**src/rtl/imem_fetch_ctrl.sv**
```systemverilog
// imem_fetch_ctrl: PC sequencing for a 1-cycle imem with a 3-entry credit-limited instruction queue.
// Define IFETCH_STATS_EN to add fetch_count/stall_count counters.
`ifndef DATA_WIDTH
`define DATA_WIDTH 32
`endif
`ifndef IMEM_ADDR_WIDTH
`define IMEM_ADDR_WIDTH 10
`endif

module imem_fetch_ctrl #(
    parameter int          DATA_WIDTH = `DATA_WIDTH,
    parameter int          ADDR_WIDTH = `IMEM_ADDR_WIDTH,
    parameter logic [31:0] RESET_PC   = 32'h0000_0000
) (
    input  logic                  clk,
    input  logic                  rst,
    output logic [ADDR_WIDTH-1:0] imem_address,
    input  logic [DATA_WIDTH-1:0] imem_read_data,
    input  logic                  imem_read_data_valid,
    input  logic                  redirect_valid,
    input  logic [31:0]           redirect_pc,
    output logic                  instr_valid,
    output logic [DATA_WIDTH-1:0] instr,
    output logic [31:0]           instr_pc,
    input  logic                  instr_ready
`ifdef IFETCH_STATS_EN
    ,
    output logic [31:0]           fetch_count,
    output logic [31:0]           stall_count
`endif
);
    logic [31:0]           pc, inflight_pc, redirect_word;
    logic                  inflight;
    logic [1:0]            count, wr_idx;
    logic [DATA_WIDTH-1:0] q_instr [3];
    logic [31:0]           q_pc [3];
    logic                  resp, push, miss, issue, pop;

    assign redirect_word = redirect_pc & ~32'h3;
    assign imem_address  = pc[ADDR_WIDTH+1:2];
    assign instr_valid   = count != 2'd0;
    assign instr         = q_instr[0];
    assign instr_pc      = q_pc[0];

    // count + inflight never exceeds 3, so a push always finds a free slot
    always_comb begin
        resp   = inflight && !redirect_valid;
        push   = resp && imem_read_data_valid;
        miss   = resp && !imem_read_data_valid;
        issue  = !redirect_valid && !miss && (({1'b0, count} + {2'b0, inflight}) < 3'd3);
        pop    = instr_valid && instr_ready && !redirect_valid;
        wr_idx = count - {1'b0, pop};
    end

    always_ff @(posedge clk or posedge rst) begin
        if (rst) begin
            pc          <= RESET_PC;
            inflight    <= 1'b0;
            inflight_pc <= 32'h0;
            count       <= 2'd0;
            q_instr     <= '{default: '0};
            q_pc        <= '{default: '0};
        end else begin
            inflight <= issue;
            if (issue)
                inflight_pc <= pc;
            pc    <= redirect_valid ? redirect_word : miss ? inflight_pc : issue ? pc + 32'd4 : pc;
            count <= redirect_valid ? 2'd0 : count + {1'b0, push} - {1'b0, pop};
            if (pop) begin
                q_instr[0] <= q_instr[1];
                q_instr[1] <= q_instr[2];
                q_pc[0]    <= q_pc[1];
                q_pc[1]    <= q_pc[2];
            end
            if (push) begin
                q_instr[wr_idx] <= imem_read_data;
                q_pc[wr_idx]    <= inflight_pc;
            end
        end
    end

`ifdef IFETCH_STATS_EN
    always_ff @(posedge clk or posedge rst) begin
        if (rst) begin
            fetch_count <= 32'h0;
            stall_count <= 32'h0;
        end else begin
            fetch_count <= fetch_count + 32'(pop);
            stall_count <= stall_count + 32'(instr_valid && !instr_ready);
        end
    end
`endif
endmodule

```
**config.mk**
```make
export PLATFORM = sky130hd
export DESIGN_NAME = imem_fetch_ctrl
export DESIGN_NICKNAME = d
export VERILOG_FILES = /design/src/rtl/imem_fetch_ctrl.sv
export SDC_FILE = /design/constraint.sdc
export NUM_CORES = 1
export LEC_CHECK = 0
export CAP_MARGIN = 20
export CORE_MARGIN = 2
export CORE_UTILIZATION = 58
export CTS_BUF_LIST = sky130_fd_sc_hd__clkbuf_8
export DETAILED_ROUTE_END_ITERATION = 10
export PLACE_DENSITY = 0.82
export SLEW_MARGIN = 20
export SYNTH_ARGS = -nofsm -noshare
export SYNTH_HDL_FRONTEND = slang
export SYNTH_SLANG_ARGS = --single-unit
export TNS_END_PERCENT = 1
```
**constraint.sdc**
```tcl
create_clock -name clk -period 9.1 [get_ports clk]
set_input_delay 1.365 -clock clk [delete_from_list [all_inputs] [get_ports clk]]
set_output_delay 1.365 -clock clk [all_outputs]
set_load 0.005 [all_outputs]
```
==> impl_metrics.csv, run 1 <==
group,metric,value,unit
setup_path,regToRegStartpoint,"count[1]",
setup_path,cp-start-kind,"primary input",
synth,synth_cell_type_count,49,
synth,ys_seq_area_share,52.3,%
synth,syn_nets,1220,
die,fp.dieW,150,µm
synth,yosysWarnings,0,
layout,fin_nets,1269,
detailed_routing,num_vias,8448,
die,die-area,22500,µm²
detailed_routing,vias_per_cell,5.63,
synth,yosys-top-cells-area,"dfrtp_1, mux2i_1, mux2_2",
detailed_routing,ant_nets,0,
cts,clock_latency,0.54,ns
sta,finalHoldWorstSlack,0.505,ns
detailed_routing,drcViolationCount,0,
sta,fin_crit,3.73,ns
die,rows,53,
synth,synth_mux_area_share,19.2,%
setup_path,cp_data_arrival_time,4.12,ns
synth,post_synth_and_or_nand_nor_area_fraction,9.86,%
setup_path,worstSetupEndpointType,"register",
synth,synthesis.area,12400,µm²
placed_design,post-dp-hpwl,15.6,mm
sta,hold_viol,0,
die,chipHeight,150,µm
layout,syn2layout_area_growth,15.0,%
cts,cts_made_buffers,42,
synth,synth_top_area_cell,"dfrtp_1",
synth,synth_compound_area_share,9.40,%
cts,clk_root_buffer_cell,"clkbuf_8",
hold_path,holdCritPathClass,"reg -> reg",
synth,synth_commonest_cells,"dfrtp_1, mux2i_1, nand2_1",
setup_path,cp_max_fo,84,
synth,syn_avg_cell_area,10.8,µm²
synth,synth_xor_area_share,1.63,%
detailed_routing,wl_per_cell,17.1,µm
sta,clock_skew,0.0170,ns
cts,cts.clk_slew.worst_paths,0.06,ns
cts,cts_hold_buffers,0,
cts,post_cts_buffers,0,
setup_path,criticalPathCategory,"in -> reg",
run,max_cap_viol_count,0,
sta,finalMaxSlewViolations,0,
setup_path,critPathRequiredTime,9.48,ns
synth,yosysMostFrequentCell,"dfrtp_1",
synth,synthCells,1146,
run_status,status,"finished, final reports clean",
global_routing,antenna_found_initial,0,
sta,finalSetupViolations,0,
synth,ys_ff_latch,259,
cts,clkSinkCount,259,
die,initial_core_util,58.9,%
setup_path,crit_top_cell,"buf_4",
synth,synth_edf_count,0,
sta,finalSetupTns,0,ns
placed_design,io_buffers,141,
cts,cts_max_path_buffers,3,
sta,rsz0062_at_grt,"no",
sta,worst_pin_slew,1.06,ns
sta,post-route-period-util,41.0,%
global_routing,grt_pass1_wl,42.1,mm
sta,slew_headroom,29.3,%
synth,synth_top_family_by_area,"multiplexers",
cts,ctsResizeCount,0,
synth,synth.top_cell.area_share,52.3,%
detailed_routing,drtIter0Drc,437,
setup_path,crit_slowest_cell,"or4_4",
global_routing,grt_start_max_net_pins,148,
cts,cts_tree,"built",
global_routing,grt_overflow,0,
detailed_routing,drtPass1Iterations,5,
power_and_ir_drop,p_leak,0.00607,µW
detailed_routing,drt-total-wl,25.6,mm
global_routing,grt_pass1_vias,8396,
layout,layout-drive-gt1-share,14.2,%
synth,ys.flop_type,"dfrtp_1",
synth,synthArstFlopShare,100,%
die,core,21000,µm²
placed_design,place.gp.congestion,0.799,
cts,h-tree-depth,2,
power_and_ir_drop,irDropWorstVdd,0.000130,V
synth,synthAdderAreaFrac,0.505,%
global_routing,grt_util_all_layers,23.1,%
power_and_ir_drop,power_per_cell_area,246,nW/µm²
setup_path,max_stage_delay,0.80,ns
sta,fmax,268,MHz
setup_path,crit_path_cell_trace,"buf_2 > buf_4 > nor2_4 > ha_1 > or4_4 > buf_4 > nor2_1 > a21oi_1",
die,ios,144,
layout,diodes,0,
setup_path,critPathLaunch,"redirect_valid",
-- cell usage in the layout (no fill, tap or decap), drive strengths merged, types with 13 or more instances in the layout --
master,synthesis,final
inv,6,29
mux2,96,96
clkdlybuf4s50,0,140
o21ai,80,80
nand2,105,105
xor2,13,13
a21oi,91,91
nor2,93,93
clkbuf,48,48
mux2i,130,130
dfrtp,259,259
nand4,15,15
nand3,19,19
-- cell families (layout without fill, tap and decap cells) --
logic type	count (synthesis)	in the layout
buf+inv	152	231
mux	226	226
fa+ha+maj	5	5
xor+xnor	23	23
flops	259	259
simple gates	273	273
compound gates	208	208
-- layout make-up --
class / instances / area [µm²]
timing repair buffer: 151 / 1550
multi-input combinational: 735 / 5070
inverter: 6 / 30.0
clock buffer: 48 / 661
tap: 275 / 344
clock inverter: 26 / 111
sequential: 259 / 6480
fill: 1569 / 6780
-- per-layer routing --
metal	up-vias	wire (µm)	GRT usage [%]
met2	192	12400	37.9
met1	4174	11600	31.8
li1	4044	-	-
met3	38	1190	4.30
met5	-	0	0
met4	0	433	6.56
-- critical path: cells and delay by family --
kind / cells / cell delay (ns)
simple gates: 3 / 1.14
buf+inv: 3 / 1.12
fa+ha+maj: 1 / 0.36
compound gates: 1 / 0.05
-- stage by stage --
step | setup slack, ns | power (µW) | util (%) | cells | instance area (µm²)
final | 5.37 | 3500 | 67.8 | 1500 | 14200
after detailed placement | 4.87 | 2600 | 64.0 | 1425 | 13400
after global placement | 4.92 | 2550 | 63.8 | 1424 | 13400
after global routing | 5.17 | 3720 | 67.8 | 1500 | 14200
after floorplan | 0.608 | 2330 | - | 1146 | 12400
after CTS | 5.42 | 3540 | 67.6 | 1499 | 14200
-- power by group --
group | internal (µW) | total, µW | leakage (µW) | switching (µW)
Sequential | 1500 | 1740 | 0.00333 | 241
Clock | 480 | 924 | 0.000471 | 444
Combinational | 514 | 834 | 0.00227 | 320
Total | 2490 | 3500 | 0.00607 | 1010
-- final timing paths --
check / cells past startpoint / slack, ns / endpoint
setup / recovery: 8 / 5.37 / q_instr[44]
setup reg to reg: 8 / 5.91 / q_instr[44]
min in group asynchronous: 2 / 1.37 / instr[21]
max in group asynchronous: 3 / 6.46 / instr_pc[21]
hold reg to reg: 1 / 0.51 / register
hold / removal: 1 / 0.51 / register
Note: power is estimated with default switching activity, not from simulation.
==> run 2, diff against run 1 <==
--- a/config.mk
+++ b/config.mk
@@ -7,10 +7,10 @@
 export LEC_CHECK = 0
 export CAP_MARGIN = 20
 export CORE_MARGIN = 2
-export CORE_UTILIZATION = 58
+export CORE_UTILIZATION = 53
 export CTS_BUF_LIST = sky130_fd_sc_hd__clkbuf_8
 export DETAILED_ROUTE_END_ITERATION = 10
-export PLACE_DENSITY = 0.82
+export PLACE_DENSITY = 0.79
 export SLEW_MARGIN = 20
 export SYNTH_ARGS = -nofsm -noshare
 export SYNTH_HDL_FRONTEND = slang
==> constraint.sdc (replaced) <==
create_clock -name clk -period 3.1 [get_ports clk]
set_input_delay 0.465 -clock clk [delete_from_list [all_inputs] [get_ports clk]]
set_output_delay 0.465 -clock clk [all_outputs]
set_load 0.005 [all_outputs]
==> impl_metrics.csv, run 2 (synthesis gave the netlist of run 1 again) <==
group,metric,value,unit
detailed_routing,wl_per_cell,16.9,µm
detailed_routing,drcViolationCount,0,
layout,syn2layout_area_growth,17.7,%
die,die-area,24600,µm²
die,initial_core_util,54.4,%
cts,cts.clk_slew.worst_paths,0.06,ns
detailed_routing,drtIter0Drc,604,
placed_design,place.gp.congestion,0.838,
global_routing,grt_pass1_vias,8832,
sta,finalSetupViolations,0,
global_routing,grt_pass1_wl,44.4,mm
power_and_ir_drop,power_frac_seq,48.8,%
power_and_ir_drop,irDropWorstVdd,0.000381,V
sta,clock_skew,0.0112,ns
detailed_routing,num_vias,8578,
detailed_routing,met3_length,1.58,mm
detailed_routing,ant_nets,0,
sta,rsz0062_at_grt,"no",
setup_path,crit_slowest_cell,"dfrtp_1",
run,max_cap_viol_count,0,
sta,worst_pin_slew,0.990,ns
sta,fmax,384,MHz
cts,ctsResizeCount,0,
layout,final_common_cell,"dfrtp_1",
global_routing,grt_start_max_net_pins,131,
cts,cts_max_path_buffers,3,
setup_path,r2r_slack,0.50,ns
layout,layout_common_cells,"dfrtp_1, clkdlybuf4s50_1, mux2i_1",
setup_path,critPathRequiredTime,3.49,ns
sta,finalSetupTns,0,ns
sta,hold_viol,0,
global_routing,grt_overflow,0,
sta,finalHoldWorstSlack,0.485,ns
sta,finalMaxSlewViolations,0,
setup_path,cp_data_arrival_time,2.99,ns
run_status,status,"finished, final reports clean",
cts,cts_tree,"built",
cts,cts_hold_buffers,0,
global_routing,antenna_found_initial,0,
detailed_routing,drtPass1Iterations,5,
die,core,22800,µm²
die,ios,144,
power_and_ir_drop,pwr-share-clk,27.3,%
sta,slew_headroom,34.0,%
sta,post-route-period-util,83.9,%
cts,cts_made_buffers,43,
detailed_routing,met1_length,11.7,mm
cts,post_cts_buffers,0,
layout,diodes,0,
power_and_ir_drop,power_per_cell_area,718,nW/µm²
power_and_ir_drop,p_leak,0.00621,µW
layout,fin_nets,1291,
cts,h-tree-depth,2,
cts,clock_latency,0.53,ns
detailed_routing,drt-total-wl,26.4,mm
setup_path,cp_max_fo,86,
placed_design,post-dp-hpwl,17.0,mm
setup_path,worstSetupEndpointType,"register",
hold_path,holdCritPathClass,"in -> async",
setup_path,critPathBufInv,1,
detailed_routing,met2_wirelength,12.6,mm
cts,clk_root_buffer_cell,"clkbuf_8",
power_and_ir_drop,swShare,28.5,%
power_and_ir_drop,p_sw,2980,µW
setup_path,crit_path_cell_trace,"or2_2 > nand2_1 > nor2_4 > ha_1 > nor4b_2 > buf_12 > o21ai_0",
setup_path,criticalPathCategory,"reg -> reg",
layout,layout-drive-gt1-share,16.3,%
detailed_routing,top_layer_used,"met4",
power_and_ir_drop,p_int,7480,µW
detailed_routing,vias_per_cell,5.50,
power_and_ir_drop,power.share.combinational,23.9,%
die,fp.dieW,157,µm
sta,fin_crit,2.60,ns
placed_design,io_buffers,141,
layout,post-route-cell-area,14600,µm²
setup_path,max_stage_delay,0.48,ns
die,rows,55,
cts,clkSinkCount,259,
setup_path,crit_family,"simple AND/OR/NAND/NOR gates",
die,chipHeight,157,µm
setup_path,cp-start-kind,"register",
placed_design,placed_area,13700,µm²
global_routing,grt_util_all_layers,22.2,%
[run 2: cell types whose count changed in the layout (fill, tap and decap cells not counted)]
cell      change
clkbuf_8      +5
buf_4        +14
buf_12        +9
inv_1         -6
inv_6         -1
buf_16        -2
clkinv_2      +5
inv_8         -1
[run 2: power groups by stage]
stage               logic (µW)  clock network, µW  registers, µW
finish                    2500               2850           5100
global route              2790               3100           5250
CTS                       2550               2940           5110
detailed placement        2540                  0           5160
global placement          2440                  0           5110
floorplan                 1900                  0           4930
[run 2: routing by layer]
metal	up-vias	GRT usage (%)
li1	4095	-
met1	4208	30.1
met2	230	35.9
met3	45	4.29
met4	0	7.25
met5	-	0
[run 2: path summary, 6_finish.rpt]
path | start | end | cells after the start
setup / recovery | count[1] | instr_pc[22] | 7
setup reg to reg | count[1] | instr_pc[22] | 7
hold reg to reg | register | register | 1
min in group clk | redirect_valid | count[0] | 3
max in group asynchronous | rst | q_instr[34] | 3
hold / removal | rst | q_instr[56] | 2
[run 2: layout make-up]
class | count | area (µm²)
fill | 1867 | 8210
sequential | 259 | 6480
multi-input combinational | 735 | 5070
timing repair buffer | 172 | 1780
clock buffer | 53 | 729
tap | 313 | 392
clock inverter | 23 | 97.6
inverter | 6 | 26.3
[run 2: worst reg2reg max path, cell delays in order (launching register included)]
cell     delay [ns]
dfrtp_1        0.48
or2_2          0.35
nand2_1        0.17
nor2_4         0.06
ha_1           0.35
nor4b_2        0.48
buf_12         0.35
o21ai_0        0.23
[run 2: metrics by stage]
step                setup WS (ns)  std cells  utilization (%)  total power, µW
finish                      0.498       1561             64.0            10500
detailed placement          0.397       1485             60.3             7700
floorplan                  -0.779       1146                -             6830
CTS                         0.472       1561             64.0            10600
global placement            0.390       1485             60.3             7550
global route                0.333       1561             64.0            11100
==> run 3, diff against run 2 <==
==> constraint.sdc (replaced) <==
create_clock -name clk -period 2.3 [get_ports clk]
set_input_delay 0.345 -clock clk [delete_from_list [all_inputs] [get_ports clk]]
set_output_delay 0.345 -clock clk [all_outputs]
set_load 0.005 [all_outputs]
==> impl_metrics.csv, run 3 (synthesis gave the netlist of run 1 again) <==
group,metric,value,unit
detailed_routing,ant_nets,0,
sta,fin_ws,0.0500,ns
setup_path,r2r_slack,0.05,ns
setup_path,crit_top_cell,"buf_4",
cts,cts_max_path_buffers,3,
sta,clock_skew,0.0155,ns
detailed_routing,drtPass1Iterations,4,
global_routing,grt_start_max_net_pins,89,
setup_path,cp-start-kind,"register",
layout,final_common_cell,"dfrtp_1",
detailed_routing,drtIter0Drc,608,
layout,fin_util,67.0,%
global_routing,antenna_found_initial,0,
cts,clkSinkCount,259,
sta,fmax,444,MHz
power_and_ir_drop,power_per_cell_area,948,nW/µm²
layout,diodes,0,
cts,clk_root_buffer_cell,"clkbuf_8",
cts,cts_made_buffers,43,
power_and_ir_drop,total_power,14500,µW
detailed_routing,drcViolationCount,0,
run,max_cap_viol_count,0,
cts,clock_latency,0.53,ns
power_and_ir_drop,p_leak,0.00652,µW
setup_path,critPathRequiredTime,2.75,ns
die,rows,55,
power_and_ir_drop,irDropWorstVdd,0.000603,V
sta,finalSetupViolations,0,
sta,rsz0062_at_grt,"yes",
layout,fillers,1755,
sta,slew_headroom,50.6,%
cts,cts_tree,"built",
placed_design,io_buffers,141,
sta,hold_viol,0,
die,chipHeight,157,µm
setup_path,criticalPathCategory,"reg -> reg",
sta,finalHoldWorstSlack,0.189,ns
setup_path,cp_data_arrival_time,2.70,ns
layout,layout-drive-gt1-share,21.1,%
hold_path,holdCritPathClass,"in -> async",
setup_path,max_stage_delay,0.40,ns
cts,cts.clk_slew.worst_paths,0.06,ns
setup_path,critPathBufInv,2,
placed_design,place_ws,-0.132,ns
global_routing,grt_pass1_vias,8994,
die,core,22800,µm²
layout,seq_area,6480,µm²
sta,finalSetupTns,0,ns
die,die-area,24600,µm²
detailed_routing,wl_per_cell,17.6,µm
setup_path,crit_slowest_cell,"nor4_1",
run_status,status,"finished, final reports clean",
die,initial_core_util,54.4,%
layout,syn2layout_area_growth,23.2,%
die,fp.dieW,157,µm
sta,worst_pin_slew,0.741,ns
layout,multi_input_area,5230,µm²
setup_path,rr_worst_depth,9,
setup_path,worstSetupEndpointType,"register",
global_routing,grt_pass1_wl,45.7,mm
layout,layout_common_cells,"dfrtp_1, clkdlybuf4s50_1, mux2i_1",
layout,fin_nets,1330,
placed_design,post-dp-hpwl,17.6,mm
die,ios,144,
global_routing,grt_overflow,0,
cts,h-tree-depth,2,
setup_path,critPathLaunch,"count[0]",
global_routing,grt_util_all_layers,23.1,%
setup_path,crit_path_cell_trace,"buf_4 > buf_4 > ha_1 > ha_4 > a21o_4 > nor4_1 > xor2_1 > mux2i_1 > o21ai_0",
setup_path,crit_family,"adder cells",
detailed_routing,drt-total-wl,28.1,mm
detailed_routing,num_vias,8788,
sta,fin_crit,2.25,ns
detailed_routing,vias_per_cell,5.50,
setup_path,cp_max_fo,6,
placed_design,place.gp.congestion,0.836,
setup_path,r2r_end,"pc[11]",
sta,post-route-period-util,97.8,%
sta,finalMaxSlewViolations,0,
setup_path,regToRegStartpoint,"count[0]",
run 3: routing by layer:
metal | up-vias | global-route usage, % | routed length, µm
met5 | - | 0 | 0
met4 | 0 | 7.12 | 588
met1 | 4331 | 31.5 | 12400
met2 | 238 | 37.3 | 13500
met3 | 49 | 4.90 | 1620
li1 | 4170 | - | -
run 3: power breakdown:
group | switching, µW | internal, µW
sequential | 920 | 5940
clock | 1770 | 2270
combinational | 1400 | 2170
total | 4090 | 10400
run 3: stage by stage:
stage                     instances  cell area [µm²]
after detailed placement       1511            14000
after CTS                      1596            15200
final                          1598            15300
after global routing           1598            15300
after floorplan                1146            12400
after global placement         1511            14000
run 3: worst max path at each step:
stage	endpoint	cells after the start
floorplan	asynchronous set/reset pin	1
global placement	q_pc[49]	8
detailed placement	instr_pc[12]	8
CTS	pc[16]	10
global route	pc[11]	9
finish	pc[11]	9
run 3: area by class of cell:
cell class,count,area share [%]
clock buffers,56,5.05
clock inverters,18,0.623
inverters,6,0.172
multi-input cells,736,34.3
flip-flops and latches,259,42.5
well taps,313,2.57
repair buffers,210,14.8
run 3: repair_timing:
item	CTS	global route
cloned	6	1
hold buffers	0	0
pin swaps	4	3
resized for setup	36	16
setup endpoints to repair	100	71
hold endpoints to repair	0	0
setup buffers	5	1
run 3: worst register-to-register path, stage by stage, from the launching register on:
cell and delay, ns:
dfrtp_1 0.39, buf_4 0.15, buf_4 0.13, ha_1 0.20
ha_4 0.24, a21o_4 0.25, nor4_1 0.40, xor2_1 0.19
mux2i_1 0.09, o21ai_0 0.14
